<file path="config.mk">
export PLATFORM = sky130hd
export DESIGN_NAME = mul_self_shift
export DESIGN_NICKNAME = d
export VERILOG_FILES = /design/src/rtl/mul_self_shift.sv
export SDC_FILE = /design/constraint.sdc
export NUM_CORES = 1
export LEC_CHECK = 0
export CAP_MARGIN = 20
export CORE_MARGIN = 2
export CORE_UTILIZATION = 53
export DETAILED_ROUTE_END_ITERATION = 7
export GPL_TIMING_DRIVEN = 0
export PLACE_DENSITY = 0.84
export SLEW_MARGIN = 20
export SYNTH_ARGS = -nofsm -noshare
export SYNTH_HDL_FRONTEND = slang
export SYNTH_SLANG_ARGS = --single-unit
</file>
<file path="constraint.sdc">
create_clock -name clk -period 3.9 [get_ports clk]
set_input_delay 0.39 -clock clk [delete_from_list [all_inputs] [get_ports clk]]
set_output_delay 0.39 -clock clk [all_outputs]
set_load 0.02 [all_outputs]
</file>
<file path="src/rtl/mul_self_shift.sv">
// ============================================================================
// mul_self_shift : iterative shift-add multiplier for MULT/MULTU (HI/LO path)
// Optional build macro: MUL_EARLY_OUT_EN (finish once the multiplier is spent)
// Revision: 1.0
// ============================================================================
`default_nettype none

module mul_self_shift #(
  parameter int WIDTH = 32
) (
  input  logic                 clk,
  input  logic                 resetn,
  input  logic [WIDTH-1:0]     a,
  input  logic [WIDTH-1:0]     b,
  input  logic                 valid,
  input  logic                 sign,
  input  logic                 flush,
  output logic                 mul_stall,
  output logic                 mul_done,
  output logic [2*WIDTH-1:0]   result
);

  localparam int              CNT_W = $clog2(WIDTH);
  localparam logic [CNT_W-1:0] C_LAST = CNT_W'(WIDTH - 1);
  localparam logic [WIDTH-1:0] C_ONE  = WIDTH'(1);

  typedef enum logic [0:0] {
    IDLE = 1'b0,
    RUN  = 1'b1
  } state_t;

  state_t                 state_q, state_d;
  logic [2*WIDTH-1:0]     acc_q, acc_d;
  logic [2*WIDTH-1:0]     mcand_q, mcand_d;
  logic [WIDTH-1:0]       mplier_q, mplier_d;
  logic [CNT_W-1:0]       cnt_q, cnt_d;
  logic                   sign_save_q, sign_save_d;
  logic                   a_msb_q, a_msb_d;
  logic                   b_msb_q, b_msb_d;
  logic                   done_q, done_d;

  logic [WIDTH-1:0]       a_abs;
  logic [WIDTH-1:0]       b_abs;
  logic                   last_iter;
  logic                   neg;

  // Two's-complement magnitude; 0x80000000 maps to itself, which is the
  // correct unsigned magnitude for the most negative operand.
  assign a_abs = (sign && a[WIDTH-1]) ? (~a + C_ONE) : a;
  assign b_abs = (sign && b[WIDTH-1]) ? (~b + C_ONE) : b;

`ifdef MUL_EARLY_OUT_EN
  assign last_iter = (cnt_q == C_LAST) || (mplier_q[WIDTH-1:1] == '0);
`else
  assign last_iter = (cnt_q == C_LAST);
`endif

  always_comb begin
    state_d     = state_q;
    acc_d       = acc_q;
    mcand_d     = mcand_q;
    mplier_d    = mplier_q;
    cnt_d       = cnt_q;
    sign_save_d = sign_save_q;
    a_msb_d     = a_msb_q;
    b_msb_d     = b_msb_q;
    done_d      = 1'b0;

    case (state_q)
      IDLE: begin
        if (valid && !flush) begin
          sign_save_d = sign;
          a_msb_d     = a[WIDTH-1];
          b_msb_d     = b[WIDTH-1];
          mcand_d     = {{WIDTH{1'b0}}, a_abs};
          mplier_d    = b_abs;
          acc_d       = '0;
          cnt_d       = '0;
          state_d     = RUN;
        end
      end
      RUN: begin
        if (flush) begin
          // Abort wins over a coincident completion: no done, cleared result.
          acc_d   = '0;
          state_d = IDLE;
        end else begin
          if (mplier_q[0]) begin
            acc_d = acc_q + mcand_q;
          end
          mcand_d  = mcand_q << 1;
          mplier_d = mplier_q >> 1;
          cnt_d    = cnt_q + CNT_W'(1);
          if (last_iter) begin
            state_d = IDLE;
            done_d  = 1'b1;
          end
        end
      end
      default: begin
        state_d = IDLE;
      end
    endcase
  end

  always_ff @(posedge clk or negedge resetn) begin
    if (!resetn) begin
      state_q     <= IDLE;
      acc_q       <= '0;
      mcand_q     <= '0;
      mplier_q    <= '0;
      cnt_q       <= '0;
      sign_save_q <= 1'b0;
      a_msb_q     <= 1'b0;
      b_msb_q     <= 1'b0;
      done_q      <= 1'b0;
    end else begin
      state_q     <= state_d;
      acc_q       <= acc_d;
      mcand_q     <= mcand_d;
      mplier_q    <= mplier_d;
      cnt_q       <= cnt_d;
      sign_save_q <= sign_save_d;
      a_msb_q     <= a_msb_d;
      b_msb_q     <= b_msb_d;
      done_q      <= done_d;
    end
  end

  assign neg       = sign_save_q & (a_msb_q ^ b_msb_q);
  assign result    = neg ? (~acc_q + (2*WIDTH)'(1)) : acc_q;
  assign mul_stall = (state_q == RUN);
  assign mul_done  = done_q;

endmodule

`default_nettype wire

</file>
# Word level (Yosys, flattened, before mapping)
# Index checks and enable logic that the tools add are counted.
[word_totals] regBits=170 input_bits=69 output_inout_bits=66 elab_cells=54
[op_classes] addsub=5 n_eq_ne=4 n_mux=23 n_bitwise=6 reduce_logical=7
[op_table] op="2-to-1 mux 64 bit" count=6
[op_table] op="one-hot mux 64 bit (2 select lines)" count=2
[op_table] op="2-to-1 mux 32 bit" count=4
[op_table] op="adder 32 x 1 -> 32 bit, second input constant" count=2
[op_table] op="adder 64 x 1 -> 64 bit, second input constant" count=1
[op_table] op="adder 64 bit" count=1
[op_table] op="NOT 32 bit" count=2
[op_table] op="NOT 64 bit" count=1
[op_table] op="one-hot mux 32 bit (2 select lines)" count=1
[op_table] op="2-to-1 mux 5 bit" count=2
[op_table] op="one-hot mux 5 bit (2 select lines)" count=1
[op_table] op="2-to-1 mux 1 bit" count=6
[op_table] op="AND reduction 2 bit" count=3
[op_table] op="adder 5 x 1 -> 5 bit, second input constant" count=1
[op_table] op="== test 5 bit, second input constant" count=1
[op_table] op="!= test 2 bit, second input constant" count=2
[op_table] op="logical AND 1 bit" count=3
[op_table] op="!= test 3 x 2 -> 1 bit, second input constant" count=1
[op_table] op="one-hot mux 1 bit (2 select lines)" count=1
[op_table] op="AND 1 bit" count=1
[op_table] op="zero test 1 bit" count=1
[op_table] op="NOT 1 bit" count=1
[op_table] op="bitwise XOR 1 bit" count=1

# Logic depth before layout (Yosys ltp)
# Gate-level depths: netlist of run 1.
[depth] depth_word=5 ltp_mapped=13

# Worst setup path before layout of run 1
# OpenSTA, ideal clock, no wires.
[synth_timing] path_kind="register to output" startpoint="reg acc_q[29]" endpoint="out result[55]" arrival_time_ps=3835 slack_ps=-325 stages_incl_launch_ff=12 n_path_buf=1 cell_sequence="dfrtp_1 > or4_4 > or3_4 > or3_4 > or4_1 > or2_1 > or3_4 > or3_1 > buf_2 > or3_4 > o21ai_2 > xnor2_1"
[synth_via] elab_chain_cells=3
[synth_rtl] element="start, declared" line="33" rtl="logic [2*WIDTH-1:0] acc_q, acc_d;"
[synth_rtl] element="start signal, assigned" line="109" rtl="acc_q <= '0;"
[synth_rtl] element="start signal, assigned" line="119" rtl="acc_q <= acc_d;"
[synth_rtl] element="NOT 64 bit" line="131" rtl="assign result = neg ? (~acc_q + (2*WIDTH)'(1)) : acc_q;"
[synth_rtl] element="adder 64 x 1 -> 64 bit" line="131"
[synth_rtl] element="2-to-1 mux 64 bit" line="131"
[synth_rtl] element="end, declared" line="20" rtl="output logic [2*WIDTH-1:0] result"
# No other way between the ends.

# Final worst setup path of run 1
[layout_timing] startpoint="reg acc_q[26]" endpoint="out result[53]"
# Same word-level chain as after synthesis.

==> key figures, run 1 <==
Status
  • Outcome: finished, violations left
  • Failing checks: setup timing

Pwr
  • Pleak: 7.00 nW
  • Psw: 2.97 mW
  • Sequential power share: 29.7%
  • P_int: 4.22 mW
  • Clk pwr share: 23.9%
  • Comb pwr share: 46.4%
  • VDD IR-drop max: 342 µV
  • Power per standard cell area: 450 nW/µm²
  • Sw Share: 41.3%

Hold path
  • Worst hold path class: reg -> reg

Global routing
  • Total gr overflow: 0
  • Largest net degree at the start of global routing: 91
  • Initial antenna violation count: 0
  • Number of global-route vias before repair: 12,400
  • GR Util All Layers: 31.2%
  • First-pass GRT wire length: 64,500 µm

Die
  • Placeable Area: 24,200 µm²
  • Die extent in x: 160 µm
  • Die Footprint: 25,700 µm²
  • Die height: 160 µm
  • # IOs: 135
  • Placement Rows: 57
  • Initial cell density of the core: 53.5%

Worst setup path
  • Critical Path RT: 3510 ps
  • WP data arrival: 4430 ps
  • Critical path type: reg -> out
  • RR Endpoint: acc_q[57]$_DFFE_PN0P_
  • CP Max Fanout: 7
  • Worst reg-to-reg path cell count: 12
  • RR Startpoint: acc_q[13]$_DFFE_PN0P_
  • Register-to-register setup slack: 110 ps
  • Worst Setup SP: acc_q[26]$_DFFE_PN0P_
  • Startpoint Class: register
  • CP endpoint kind: output pin
  • Worst Setup EP: result[53]

Synthesis
  • Register area share after synthesis: 32.9%
  • Top_reg_cell synth: dfrtp_1
  • Mean Syn Cell Area: 8.00 µm²
  • Syn Std Cell Area: 12,900 µm²
  • Synthesized flop and latch total: 170
  • Netlist cell types: 60
  • Post-synthesis instance total: 1,618
  • EDFF count, synth: 0
  • Synthesis warning total: 0
  • Fraction of registers with async set/reset: 100%
  • Post-Syn Nets: 1,756

Clock tree
  • CTS tree: yes
  • Worst-Skew Late Latency: 440 ps
  • Clock Sink Count: 170
  • Max Buffers Root-to-Sink: 2
  • H-Tree Depth: 4
  • Clk slew on worst S/H paths: 80 ps
  • CTS Root Buffer Type: clkbuf_16
  • TritonCTS buffer count: 17

STA
  • Fin. max-slew vios: 0
  • Unrepaired setup endpoints after global routing: yes
  • Clk_skew: 14.9 ps
  • Worst-Margin Slew: 793 ps
  • Slew HR: 47.2%
  • Maximum clock rate: 0.208 GHz
  • Final Hold Viols: 0
  • Hold_ws: 486 ps
  • Fin worst setup slack: -917 ps
  • Final setup vio count: 25
  • Fin crit share: 124%
  • Fin crit period: 4820 ps

Final layout
  • Ant diodes: 0
  • Fin nets: 1,933
  • Area grow syn2layout: 23.4%
  • Post-Layout Inst Area: 16,000 µm²
  • Non-Filler Instances: 2,132
  • Layout cells sized above 1: 9.62%
  • Filler cells: 2,011

Placed design
  • Placed cells: 2,077
  • Area after DPL: 14,800 µm²
  • Port Buffers: 134
  • Final GP Congestion: 1.04
  • Dpl hpwl: 30,700 µm

Drt
  • # DRC: 0
  • Wirelength per Cell: 19.2 µm
  • Vias per Instance: 6.16
  • Via count: 13,100
  • Initial DRC count: 1,126
  • Final ANT Viol Nets: 0
  • Pre-antenna DRT Iters: 6
  • WL final: 40,900 µm

Job
  • Max cap viols: 0
worst min path at each step:
stage | start | endpoint | cells past startpoint
global placement | mplier_q[31]$_DFFE_PN0P_ | mplier_q[31]$_DFFE_PN0P_ | 2
CTS | mplier_q[31]$_DFFE_PN0P_ | mplier_q[31]$_DFFE_PN0P_ | 2
global route | mplier_q[31]$_DFFE_PN0P_ | mplier_q[31]$_DFFE_PN0P_ | 2
floorplan | resetn | a_msb_q$_DFFE_PN0P_ | 0
finish | mplier_q[16]$_DFFE_PN0P_ | mplier_q[16]$_DFFE_PN0P_ | 2
detailed placement | resetn | mcand_q[18]$_DFFE_PN0P_ | 1
final cells by class:
cell class                      count  area (µm²)  area share (%)
Buffer                             87         335            2.10
Clock buffer                       17         425            2.66
Clock inverter                     15         165            1.03
Inverter                           29         109           0.681
Multi-Input combinational cell   1331        8740            54.7
Sequential cell                   170        4260            26.6
Tap cell                          324         405            2.54
Timing Repair Buffer              159        1540            9.66
state kept, by name, summed over array words and instances, names as in the netlist:
signal       cells
acc_q           64
mcand_q         64
mplier_q        32
cnt_q            5
a_msb_q          1
b_msb_q          1
mul_done         1
mul_stall        1
sign_save_q      1
metal layers:
layer	track usage, %	routed length (µm)
met4	11.1	1080
met3	4.26	3190
met5	0	0
met1	43.5	17700
met2	50.2	18900
critical path, cell delays in order (launching register included):
cell and delay (ps):
dfrtp_2 490, or4_4 450, or3_4 350, or3_4 340, or4_4 430, or2_4 270, or3_4 400, or3_4 390
buf_4 160, buf_6 110, buf_6 120, o21ai_4 150, xnor2_2 160, buf_4 180
power groups by stage:
stage	Sequential [mW]	Combinational, mW	Clock, mW
6_report	2.14	3.34	1.72
5_1_grt	2.15	3.54	1.79
4_1_cts	2.12	3.05	1.72
3_5_place_dp	2.16	2.77	0
3_3_place_gp	2.15	2.71	0
2_1_floorplan	2.08	1.71	0
metrics by stage:
step	power (mW)	setup WS, ps	TNS [ps]	util [%]
2_1_floorplan	3.79	-283	-1200	-
6_report	7.19	-917	-16530	66.1
5_1_grt	7.48	-980	-18520	66.1
3_5_place_dp	4.93	-1070	-15180	61.0
3_3_place_gp	4.86	-4510	-779180	60.9
4_1_cts	6.90	-963	-13910	64.9
placed cells by master, fill, tap and decap left out, types with 32 or more instances in the layout:
cell and instances:
xor2_1 68, a21oi_1 162, buf_4 40, a22o_1 37
nand2_1 218, dfrtp_1 167, clkdlybuf4s50_1 101, clkbuf_1 73
a21o_1 32, ha_1 68, xnor2_1 89, nor2_1 114
o21ai_0 191
cells in the mapped netlist (3+ instances only):
cell type | count | area (µm²)
o31a_1 | 3 | 26.3
or3_4 | 4 | 45.0
xor2_1 | 72 | 631
a41oi_1 | 5 | 43.8
nor3_1 | 28 | 140
nand3_1 | 20 | 100
o211ai_1 | 3 | 22.5
a211oi_1 | 6 | 45.0
xnor2_1 | 98 | 858
o21a_1 | 10 | 75.1
or3_1 | 23 | 144
nor3b_1 | 3 | 22.5
a21o_1 | 32 | 240
o21ai_0 | 201 | 1010
and2_1 | 10 | 62.6
nand2b_1 | 16 | 100
a221oi_1 | 6 | 52.6
buf_1 | 9 | 33.8
and3_1 | 8 | 50.1
a31o_2 | 3 | 26.3
o31ai_1 | 32 | 240
nor2b_1 | 7 | 43.8
o21bai_1 | 16 | 120
nand4_1 | 20 | 125
a21oi_1 | 167 | 836
or2_2 | 4 | 25.0
mux2i_1 | 7 | 70.1
clkbuf_1 | 77 | 289
inv_1 | 29 | 109
nor2_1 | 121 | 454
dfrtp_1 | 170 | 4250
nand2_1 | 222 | 833
or4_1 | 12 | 90.1
mux2_2 | 3 | 33.8
o41ai_1 | 13 | 114
a22o_1 | 37 | 324
nor4_1 | 16 | 100
a31oi_1 | 12 | 75.1
ha_1 | 68 | 851
logic make-up after synthesis:
| family | after synthesis | synth area share [%] |
|---|---|---|
| and+or+nand+nor | 520 | 18.5 |
| xor gates and xnor gates | 170 | 11.5 |
| DFF | 170 | 32.9 |
| muxes | 10 | 0.802 |
| buffers and inverters | 117 | 3.43 |
| AOI/OAI and AO/OA | 562 | 26.2 |
| adders and majority gates | 69 | 6.73 |
timing repair:
action | 4_1_cts | 5_1_grt
gates resized for setup | 206 | 61
setup endpoints to repair | 42 | 48
buffers inserted | 12 | 11
hold endpoints to repair | 53 | 0
hold buffers | 1 | 0
pin swaps | 19 | 28
Power figures use the tool's default switching activity.
==> run 2: changes to the inputs <==
- CORE_UTILIZATION: 53 -> 45
- PLACE_DENSITY: 0.84 -> 0.74
- SKIP_CTS_REPAIR_TIMING: not set -> 1
==> run 2 against run 1 <==
  * Critical endpoint is now result[59]
  * Highest routed layer unchanged
  * Largest cell class unchanged
  * Sequential cell count is the same
  * Fmax fell by 1.9%
  * The flow still finishes with violations (setup timing)
  * Critical path depth down 1
==> key figures, run 2 (synthesized netlist as in run 1, its figures left out) <==
Drt
  • Pre-antenna DRT Iters: 5 (-1)
  • WL final: 40,300 µm (-1.5%)
  • Vias per Instance: 5.86 (-4.9%)
  • Via count: 12,800 (-2.5%)
  • Initial DRC count: 1,123 (-0.27%)
  • # DRC: 0 (unchanged)
  • Final ANT Viol Nets: 0 (unchanged)
  • Wirelength per Cell: 18.4 µm (-3.9%)

Worst setup path
  • Worst Setup SP: acc_q[28]$_DFFE_PN0P_
  • Critical Path, Cell by Cell: or4_4 -> or3_4 -> or3_4 -> or4_4 -> or2_4 -> or3_4 -> or3_4 -> buf_8 -> or3_4 -> o21ai_4 -> xnor2_2 -> buf_4
  • Critical Path RT: 3510 ps (about the same)
  • Largest stage delay on the critical path: 530 ps (+40 ps)
  • WP data arrival: 4520 ps (+90 ps)
  • Startpoint Class: register
  • Critical path type: reg -> out
  • Crit-path slowest cell: or4_4
  • RR Startpoint: acc_q[0]$_DFFE_PN0P_
  • Most frequent cell on the critical path: or3_4
  • Top delay family on crit path: simple AND/OR/NAND/NOR gates
  • CP bufs+invs: 2 (-2)
  • CP Max Fanout: 7 (unchanged)
  • CP endpoint kind: output pin

STA
  • Maximum clock rate: 0.204 GHz (-1.9%)
  • Fin crit period: 4910 ps (+94.0 ps)
  • Fin worst setup slack: -1010 ps (-94.0 ps)
  • Final setup vio count: 26 (+4.0%)
  • Worst-Margin Slew: 1030 ps (+237 ps)
  • Slew HR: 31.4% (-16 points)
  • Unrepaired setup endpoints after global routing: yes
  • Hold_ws: 482 ps (-3.83 ps)
  • Fin. max-slew vios: 0 (unchanged)
  • Clk_skew: 13.6 ps (-1.33 ps)
  • Setup TNS: -12,670 ps (+3860 ps)
  • Fin crit share: 126% (+2.4 points)
  • Final Hold Viols: 0 (unchanged)

Final layout
  • Top flop regs: acc_q (64), mcand_q (64), mplier_q (32)
  • Area grow syn2layout: 22.0%
  • Ant diodes: 0 (unchanged)
  • Commonest non-fill, non-tap cell in the layout: nand2_1
  • Most frequent cells in the layout: 220 x nand2_1, 195 x o21ai_0, 167 x dfrtp_1
  • Fin nets: 1,926 (-0.36%)
  • Layout cells sized above 1: 7.88% (-1.7 points)
  • Fin util: 55.3% (-11 points)

Clock tree
  • Worst-Skew Late Latency: 430 ps (about the same)
  • H-Tree Depth: 4 (unchanged)
  • CTS tree: yes
  • Clk slew on worst S/H paths: 70 ps (about the same)
  • Clock Sink Count: 170 (unchanged)
  • Max Buffers Root-to-Sink: 2 (unchanged)
  • CTS Root Buffer Type: clkbuf_16
  • TritonCTS buffer count: 17 (unchanged)

Placed design
  • Pre-CTS WS: -1190 ps (-123 ps)
  • Dpl hpwl: 31,300 µm (+1.9%)
  • Port Buffers: 134 (unchanged)
  • Final GP Congestion: 0.955 (-8.5%)

Status
  • Outcome: finished, violations left
  • Failing checks: setup timing

Hold path
  • Min-delay src: mplier_q[31]$_DFFE_PN0P_
  • Worst hold path class: reg -> reg

Global routing
  • Largest net degree at the start of global routing: 100 (+9.9%)
  • Total gr overflow: 0 (unchanged)
  • GR Util All Layers: 26.2% (-5.0 points)
  • First-pass GRT wire length: 63,300 µm (-1.9%)
  • Initial antenna violation count: 0 (unchanged)
  • Number of global-route vias before repair: 11,900 (-4.1%)

Die
  • Die extent in x: 174 µm (+8.3%)
  • # IOs: 135 (unchanged)
  • Die height: 174 µm (+8.3%)
  • Placeable Area: 28,500 µm² (+18%)
  • Placement Rows: 62 (+8.8%)
  • Initial cell density of the core: 45.3% (-8.2 points)
  • Die Footprint: 30,100 µm² (+17%)

Pwr
  • Pleak: 6.88 nW (-1.6%)
  • VDD IR-drop max: 320 µV (-6.6%)
  • Tot Pwr: 6.91 mW (-4.0%)
  • Power per standard cell area: 437 nW/µm² (-2.8%)

Job
  • Max cap viols: 0 (unchanged)
-- run 2: path summary, 6_finish.rpt --
path	slack, ps	to	cells past startpoint
min	480	mplier_q[31]$_DFFE_PN0P_	2
min reg2reg	480	mplier_q[31]$_DFFE_PN0P_	2
min in group asynchronous	550	mplier_q[12]$_DFFE_PN0P_	3
max reg2reg	150	acc_q[62]$_DFFE_PN0P_	13
max in group asynchronous	2540	acc_q[27]$_DFFE_PN0P_	4
max	-1010	result[59]	12
-- run 2: worst reg2reg max path, delay by kind of cell, from the launching register on --
kind            cells  cell delay, ps
buf+inv             1              70
fa+ha+maj           2             640
simple gates        1             220
flops               1             490
xor+xnor            1             180
compound gates      8            2030
-- run 2: through the flow --
step / std cells / cell area, µm²
floorplan: 1618 / 13000
global placement: 2136 / 14800
detailed placement: 2138 / 14900
CTS: 2170 / 15500
global route: 2185 / 15800
finish: 2185 / 15800
-- run 2: layout make-up --
| type | count | area [µm²] |
|---|---|---|
| buffer | 88 | 348 |
| clock buffer | 17 | 425 |
| clock inverter | 15 | 169 |
| fill | 2701 | 12800 |
| inverter | 29 | 109 |
| multi-input combinational | 1331 | 8540 |
| sequential | 170 | 4260 |
| tap | 384 | 480 |
| timing repair buffer | 151 | 1460 |
-- run 2: layer usage --
metal / wire length [µm] / GRT usage, %
met5: 0 / 0
met4: 869 / 7.81
met3: 2620 / 3.82
met2: 18300 / 41.8
met1: 18500 / 37.0
-- run 2: where the power goes --
group | total (mW) | leakage [nW] | internal (mW) | switching [mW]
Combinational | 3.02 | 4.33 | 1.26 | 1.76
Sequential | 2.14 | 2.27 | 1.93 | 0.203
Clock | 1.75 | 0.290 | 0.919 | 0.832
Total | 6.91 | 6.88 | 4.11 | 2.80
==> run 3: changes to the inputs <==
- CELL_PAD_IN_SITES_DETAIL_PLACEMENT: not set -> 0
- CELL_PAD_IN_SITES_GLOBAL_PLACEMENT: not set -> 1
- CORE_UTILIZATION: 45 -> 39
- PLACE_DENSITY: 0.74 -> 0.83
==> run 3 against run 2 <==
  * The run still ends with setup timing left
  * Via count fell by 2.2%
  * Hold slack gained 4.6 ps
  * Critical path depth stayed put
  * Sequential power barely moved
  * Setup slack improved by 83 ps
  * Total power down 0.24%
  * Sequential share of layout area fell by 0.15 points
  * First-iteration DRC count down 7.8%
  * Count of clock-buffer cells in the layout is 4 higher
  * Global-route usage shrank 2.3 points
  * Critical path type unchanged
  * Largest power group unchanged
==> key figures, run 3 (synthesized netlist as in run 1, its figures left out) <==
Global routing
  • Total gr overflow: 0 (unchanged)
  • GR Util All Layers: 23.9% (-2.3 points)
  • First-pass GRT wire length: 64,200 µm (+1.4%)
  • Initial antenna violation count: 0 (unchanged)
  • Number of global-route vias before repair: 11,900 (-0.35%)
  • Largest net degree at the start of global routing: 96 (-4.0%)

Die
  • Die height: 186 µm (+7.2%)
  • Die Footprint: 34,700 µm² (+15%)
  • Placeable Area: 32,600 µm² (+14%)
  • Placement Rows: 66 (+6.5%)
  • Initial cell density of the core: 39.7% (-5.7 points)
  • Die extent in x: 186 µm (+7.2%)
  • # IOs: 135 (unchanged)

STA
  • Fin worst setup slack: -928 ps (+83.1 ps)
  • Fin. max-slew vios: 0 (unchanged)
  • Fin crit period: 4830 ps (-83.1 ps)
  • Slew HR: 45.2% (+14 points)
  • Clk_skew: 13.8 ps (+0.263 ps)
  • Worst-Margin Slew: 822 ps (-207 ps)
  • Maximum clock rate: 0.207 GHz (+1.7%)
  • Unrepaired setup endpoints after global routing: yes
  • Final Hold Viols: 0 (unchanged)
  • Fin crit share: 124% (-2.1 points)
  • Final setup vio count: 26 (unchanged)

Drt
  • Wirelength per Cell: 18.2 µm (-1.1%)
  • Final ANT Viol Nets: 0 (unchanged)
  • Via count: 12,500 (-2.2%)
  • WL final: 40,900 µm (+1.6%)
  • Initial DRC count: 1,035 (-7.8%)
  • # DRC: 0 (unchanged)
  • Pre-antenna DRT Iters: 6 (+1)
  • Vias per Instance: 5.58 (-4.8%)

Pwr
  • P_int: 4.14 mW (+0.75%)
  • Sequential power share: 30.9% (about the same)
  • Sw Share: 39.9% (-0.59 points)
  • Power per standard cell area: 434 nW/µm² (-0.80%)
  • Tot Pwr: 6.89 mW (-0.24%)
  • Clk pwr share: 24.1% (-1.2 points)
  • Pleak: 6.88 nW (about the same)
  • Psw: 2.75 mW (-1.7%)
  • Comb pwr share: 44.9% (+1.2 points)
  • VDD IR-drop max: 342 µV (+7.1%)

Worst setup path
  • Worst reg-to-reg path cell count: 13 (unchanged)
  • RR Startpoint: acc_q[0]$_DFFE_PN0P_
  • Startpoint Class: register
  • CP endpoint kind: output pin
  • Critical path type: reg -> out
  • RR Endpoint: acc_q[58]$_DFFE_PN0P_
  • WP data arrival: 4440 ps (-80 ps)
  • CP Max Fanout: 7 (unchanged)
  • Register-to-register setup slack: 200 ps (+50 ps)
  • Critical Path RT: 3510 ps (about the same)

Placed design
  • Dpl hpwl: 31,900 µm (+1.9%)
  • Area after DPL: 14,900 µm² (+0.30%)
  • Final GP Congestion: 0.936 (-1.9%)
  • Port Buffers: 134 (unchanged)

Final layout
  • Layout cells sized above 1: 8.15% (+0.27 points)
  • Post-Layout Inst Area: 15,900 µm² (+0.56%)
  • Fin nets: 1,928 (+0.10%)
  • Top flop regs: acc_q (64), mcand_q (64), mplier_q (32)
  • Area grow syn2layout: 22.7%
  • Ant diodes: 0 (unchanged)
  • Most frequent cells in the layout: 220 x nand2_1, 196 x o21ai_0, 167 x dfrtp_1
  • Commonest non-fill, non-tap cell in the layout: nand2_1
  • Fin util: 48.7% (-6.6 points)
  • Filler cells: 3,189 (+18%)

Clock tree
  • Worst-Skew Late Latency: 440 ps (about the same)
  • CTS Root Buffer Type: clkbuf_16
  • Clk slew on worst S/H paths: 70 ps (about the same)
  • Max Buffers Root-to-Sink: 2 (unchanged)
  • TritonCTS buffer count: 17 (unchanged)
  • CTS tree: yes
  • Clock Sink Count: 170 (unchanged)
  • H-Tree Depth: 4 (unchanged)

Hold path
  • Worst hold path class: reg -> reg
  • Hold path endpoint: mplier_q[9]$_DFFE_PN0P_
  • Min-delay src: mplier_q[9]$_DFFE_PN0P_
  • Cells on Worst Hold Path: 2 (unchanged)

Status
  • Outcome: finished, violations left
  • Failing checks: setup timing

Job
  • Max cap viols: 0 (unchanged)
==> run 3: cell count changes in the layout (fill, tap and decap cells not counted), sizes merged <==
| cell | previous run | this run |
|---|---|---|
| buf | 50 | 54 |
| inv | 39 | 34 |
| clkbuf | 97 | 99 |
| clkinv | 3 | 2 |
| clkinvlp | 1 | 3 |
==> run 3: worst max path at each step <==
stage | from | end | slack (ps) | cells after the start
floorplan | acc_q[29]$_DFFE_PN0P_ | result[55] | -280 | 11
global placement | resetn | mplier_q[12]$_DFFE_PN0P_ | -4630 | 1
detailed placement | acc_q[6]$_DFFE_PN0P_ | result[63] | -1180 | 12
CTS | acc_q[6]$_DFFE_PN0P_ | result[63] | -1650 | 12
global route | acc_q[26]$_DFFE_PN0P_ | result[63] | -1080 | 12
finish | acc_q[29]$_DFFE_PN0P_ | result[63] | -930 | 12
==> run 3: area by class of cell <==
| type | instances | area (µm²) | area share, % |
|---|---|---|---|
| multi-input cells | 1331 | 8580 | 54.0 |
| flip-flops and latches | 170 | 4260 | 26.8 |
| repair buffers | 154 | 1490 | 9.38 |
| well taps | 442 | 553 | 3.48 |
| clock buffers | 21 | 440 | 2.77 |
| plain buffers | 87 | 343 | 2.16 |
| clock inverters | 11 | 113 | 0.709 |
| inverters | 29 | 109 | 0.685 |
==> run 3: power groups by stage <==
stage / Combinational, mW / Clock (mW) / Sequential [mW]
after floorplan: 1.71 / 0 / 2.08
after global placement: 2.75 / 0 / 2.15
after detailed placement: 2.78 / 0 / 2.16
after CTS: 2.79 / 1.69 / 2.13
after global routing: 3.36 / 1.76 / 2.15
final: 3.10 / 1.66 / 2.13
==> run 3: per-stage QoR <==
stage / setup slack (ps) / hold WS (ps) / cells / setup TNS (ps)
detailed placement: -1180 / 410 / 2195 / -14710
CTS: -1650 / -52.7 / 2227 / -31050
finish: -928 / 487 / 2245 / -13970
global route: -1080 / 516 / 2245 / -17650
floorplan: -283 / 94.4 / 1618 / -1200
global placement: -4630 / 460 / 2194 / -795880
==> run 3: critical path, cell delays in order, from the launching register on <==
cell	delay, ps
dfrtp_1	410
or4_4	560
or3_4	350
or3_4	350
or4_4	420
or2_4	250
or3_4	400
or3_1	330
buf_6	150
nor3_4	200
a31oi_4	170
xor2_2	270
buf_6	150
==> run 3: per-layer routing <==
metal,vias up,part of all wire [%],global-route usage (%)
met5,-,0,0
met4,0,2.1,6.46
met3,51,5.6,3.80
met2,377,45,37.8
met1,5926,48,33.9
li1,6171,-,-
